===== config.mk =====
export PLATFORM = sky130hd
export DESIGN_NAME = irq_encoder_8_3
export DESIGN_NICKNAME = d
export VERILOG_FILES = /design/src/rtl/irq_encoder_8_3.sv
export SDC_FILE = /design/constraint.sdc
export NUM_CORES = 1
export LEC_CHECK = 0
export ABC_CLOCK_PERIOD_IN_PS = 2100
export CORE_AREA = 2 2 63 65
export CTS_CLUSTER_DIAMETER = 40
export DETAILED_ROUTE_END_ITERATION = 10
export DIE_AREA = 0 0 65 67
export GPL_TIMING_DRIVEN = 0
export PLACE_DENSITY_LB_ADDON = 0.08
export SLEW_MARGIN = 20
export SYNTH_ARGS = -nofsm -noshare
export SYNTH_HDL_FRONTEND = slang
export SYNTH_SLANG_ARGS = --single-unit
export TNS_END_PERCENT = 100

===== constraint.sdc =====
create_clock -name clk -period 2.1 [get_ports clk]
set_input_delay 0.63 -clock clk [delete_from_list [all_inputs] [get_ports clk]]
set_output_delay 0.63 -clock clk [all_outputs]
set_load 0.02 [all_outputs]

===== src/rtl/irq_encoder_8_3.sv =====
// Sequential 8-to-3 priority encoder: latches request edges into a pending set,
// grants one winner (fixed or rotating priority) and holds it until acknowledged.
//
// state   | meaning
// IDLE    | no grant presented; selection runs each cycle when enabled
// PRESENT | code/onehot/valid frozen until ack
module irq_encoder_8_3 #(
  parameter bit ROUND_ROBIN = 1'b0
) (
  input  logic       clk,
  input  logic       n_rst,
  input  logic       n_EN,
  input  logic [7:0] req,
  input  logic [7:0] mask,
  input  logic       ack,
  output logic       valid,
  output logic [2:0] code,
  output logic [7:0] onehot,
  output logic [7:0] pending,
  output logic       ovf
);

  typedef enum logic {IDLE = 1'b0, PRESENT = 1'b1} state_t;

  state_t     state;
  logic [7:0] req_q;
  logic [2:0] last;
  logic [7:0] rise;
  logic [7:0] clr;
  logic [7:0] cand;
  logic [2:0] win;
  logic [2:0] idx;
  logic       found;

  assign rise = req & ~req_q;
  // onehot mirrors code while valid, so it doubles as the clear mask
  assign clr  = (ack && valid) ? onehot : 8'h00;
  assign cand = pending & ~mask;

  always_comb begin
    win   = 3'd0;
    idx   = 3'd0;
    found = 1'b0;
    if (ROUND_ROBIN) begin
      for (int k = 1; k <= 8; k++) begin
        idx = last + 3'(k);
        if (!found && cand[idx]) begin
          win   = idx;
          found = 1'b1;
        end
      end
    end else begin
      for (int i = 7; i >= 0; i--) begin
        if (cand[i]) win = 3'(i);
      end
      found = |cand;
    end
  end

  always_ff @(posedge clk or negedge n_rst) begin
    if (!n_rst) begin
      req_q   <= 8'h00;
      pending <= 8'h00;
      ovf     <= 1'b0;
    end else begin
      req_q   <= req;
      pending <= (pending & ~clr) | rise;
      if (|(rise & pending & ~clr)) ovf <= 1'b1;
    end
  end

  always_ff @(posedge clk or negedge n_rst) begin
    if (!n_rst) begin
      state  <= IDLE;
      valid  <= 1'b0;
      code   <= 3'd0;
      onehot <= 8'h00;
      last   <= 3'd7;
    end else begin
      case (state)
        IDLE: begin
          if (!n_EN && found) begin
            code   <= win;
            onehot <= 8'h01 << win;
            valid  <= 1'b1;
            state  <= PRESENT;
          end
        end
        PRESENT: begin
          if (ack) begin
            valid  <= 1'b0;
            onehot <= 8'h00;
            last   <= code;
            state  <= IDLE;
          end
        end
        default: state <= IDLE;
      endcase
    end
  end

endmodule


==> flow_summary.toml <==
[route]
wl_per_cell_um = 14.31
via_count = 1140
dr.pass1.iters = 4
drt_iter0_markers = 53
antenna_left = 0
via_per_inst = 5.158
drc = 0
wirelength_um = 3162

[logic_synthesis]
ys_ff_latch = 30
synth_warnings = 0
yosysUniqueCellTypes = 34
synth_fp_nets = 148
yosysTopAreaCell = "dfrtp_1"
avgSynthCellArea_um2 = 10.94
seq_area_frac_synth = 0.5362
synthesis.area_um2 = 1400
synth.area.top_cells = "dfrtp_1, nand2_1, nand3_1"
netlist_instances = 128
synth_top_cell_area_share = 0.5362

[final_layout]
nFillCells = 331
drive_above_1_share = 0.1098
area_growth_pct = 37.71
diodes = 0
layout.nets = 194

[sta]
worst_pin_slew_ns = 0.6529
setup_viol = 0
slew_headroom = 0.5648
slew_violations = 0
finalHoldViolations = 0
timing.fmax_mhz = 511.6
holdWs_ns = 0.3725
min_period_ns = 1.955
final.period_utilization = 0.9308
skew_ns = 0.005948
rsz0062_at_grt = "false"

[power]
power_frac_seq = 0.443
p_comb_frac = 0.268
leakagePower_uw = 0.0008026
p_sw_uw = 472.5
internal-power_uw = 1087
ir_worst_vdd_uv = 446.6
p_per_area_nw_per_um2 = 808.7
p_total_uw = 1559
clock_power_share = 0.289
p_sw_frac = 0.3030

[critical_path]
crit_fanout = 5
worstSetupPathDepth = 1
rr_startpoint = "pending[5]"
path_buf_inv = 1
crit_type = "register to output port"
crit_end = "pending[2]"
r2r_slack_ns = 0.71
r2r-end = "onehot[6]"
crit_family = "buffers and inverters"
path_cells = "clkdlybuf4s50_1"
arrival_ns = 1.32
cpMaxStageDelayCell = "clkdlybuf4s50_1"
critPathRequiredTime_ns = 1.47
cpPeakStageDelay_ns = 0.64
cp-startpoint = "pending[2]"
start_kind = "register"
worst_setup_path_end_kind = "output port"
r2r_cells = 4

[grt]
grt_usage = 0.1647
grt_max_degree = 31
grt_pass1_wl_um = 5299
gr-total-overflow = 0
grt_pass1_vias = 1132
antenna_found_initial = 0

[die]
start_util = 0.3883
die_height_um = 67
dieWidth_um = 65
num_rows = 22
die-area_um2 = 4355
core_area_um2 = 3606
ios = 41

[placement]
port_buffers = 39
place_hpwl_um = 2387
gp_congestion = 0.8737

[clocking]
clock_path_buffers = 2
h-tree-depth = 2
cts-root-buf = "clkbuf_8"
clock_sinks = 30
clk_latency_ns = 0.28
cts_tree = "yes"
hold_buffers = 0
cts.clk_slew.worst_paths_ns = 0.06
cts_buffers = 5
postCtsSetupBuffers = 0
cts_resized = 0

[outcome]
status = "finished clean"

[min_path]
hp-class = "input pin to asynchronous set/reset pin"

[run]
max_cap_violations = 0
-- cells by family after synthesis --
family | Yosys count | synth area share
AND/OR/NAND/NOR | 58 | 0.2520
flip-flops | 30 | 0.5362
AO/OA/AOI/OAI | 30 | 0.1770
buffers and inverters | 10 | 0.03485
-- power by group through the flow --
| stage | clock network [uW] | registers [uW] | logic, uW |
|---|---|---|---|
| CTS | 464 | 692 | 421 |
| finish | 451 | 691 | 417 |
| floorplan | 0 | 755 | 166 |
| global placement | 0 | 700 | 418 |
| global route | 499 | 700 | 451 |
| detailed placement | 0 | 702 | 419 |
-- Yosys cell counts --
library cell and instances:
or2b_4 1, o21ai_0 7, nor2b_1 6, nand4b_1 5, o31ai_1 1, buf_6 1, o22ai_1 3, o2111ai_2 1
inv_1 8, buf_4 1, a21oi_1 4, nand3_4 1, nor2_4 1, o211ai_1 2, nand2b_1 6, o21a_1 1
nand3_1 9, nor2_1 1, nor3_1 1, o32ai_2 2, o21ai_4 1, a41oi_2 1, or2b_1 1, a31oi_1 1
nand2_1 19, nand2b_2 1, o2bb2ai_1 1, nand4_1 2, nand4_4 1, a32o_1 4, and3_1 2, a22o_1 1
or3_1 1, dfrtp_1 30
-- flip-flops by register name, summed over array words and instances (netlist names) --
register and flops:
ovf 1, code 3, pending 8, state 1, onehot 8, req_q 8
valid 1
-- worst reg2reg max path: stages (launching register included) --
cell      delay [ns]
dfrtp_1         0.40
nand2b_1        0.17
nor2b_1         0.36
nand4b_1        0.19
o22ai_1         0.19
-- worst min path at each step --
stage                 end  slack (ns)
4_1_cts             state        0.40
2_1_floorplan     code[0]        0.33
3_3_place_gp   pending[4]        0.42
3_5_place_dp   pending[6]        0.45
6_report            state        0.37
5_1_grt             state        0.44
-- layout make-up --
| cell class | count | area, um^2 | share of cell area |
|---|---|---|---|
| plain buffers | 2 | 18.77 | 0.009734 |
| well taps | 48 | 60.06 | 0.03115 |
| clock buffers | 6 | 82.58 | 0.04283 |
| flip-flops and latches | 30 | 750.7 | 0.3894 |
| inverters | 8 | 30.03 | 0.01557 |
| repair buffers | 39 | 385.4 | 0.1999 |
| multi-input cells | 88 | 600.6 | 0.3115 |
-- per-layer routing --
layer / vias to the layer above / track usage / share of wire
li1: 556 / - / -
met1: 536 / 0.2118 / 0.45
met2: 43 / 0.2603 / 0.47
met3: 5 / 0.04899 / 0.070
met4: 0 / 0.06383 / 0.012
met5: - / 0 / 0
-- per-stage QoR --
| step | cell area, um^2 | TNS [ns] | cells | setup WS [ns] | utilization |
|---|---|---|---|---|---|
| floorplan | 1400 | 0 | 128 | 0.5766 | - |
| global placement | 1851 | -3.203 | 215 | -0.1083 | 0.5132 |
| detailed placement | 1846 | 0 | 215 | 0.03491 | 0.5118 |
| CTS | 1928 | 0 | 221 | 0.1267 | 0.5347 |
| global route | 1928 | 0 | 221 | 0.1024 | 0.5347 |
| finish | 1928 | 0 | 221 | 0.1453 | 0.5347 |
-- cell usage in the layout, fill, tap and decap left out --
master           netlist  layout
and3_1                 2       2
nor2_4                 1       1
buf_2                  0       1
a41oi_2                1       1
clkbuf_8               0       6
nand2b_2               1       1
inv_1                  8       8
a21oi_1                4       4
or2b_4                 1       1
o21ai_0                7       7
o31ai_1                1       1
o2bb2ai_1              1       1
nor3_1                 1       1
or3_1                  1       1
o32ai_2                2       2
dfrtp_1               30      30
nor2b_1                6       6
buf_4                  1       1
a22o_1                 1       1
nor2_1                 1       1
clkdlybuf4s50_1        0      38
nand2_1               19      19
o2111ai_2              1       1
buf_6                  1       1
a32o_1                 4       4
a31oi_1                1       1
or2b_1                 1       1
nand3_4                1       1
nand4b_1               5       5
nand3_1                9       9
o21ai_4                1       1
nand4_4                1       1
o22ai_1                3       3
o21a_1                 1       1
o211ai_1               2       2
nand4_1                2       2
nand2b_1               6       6
Power figures use the tool's default switching activity.
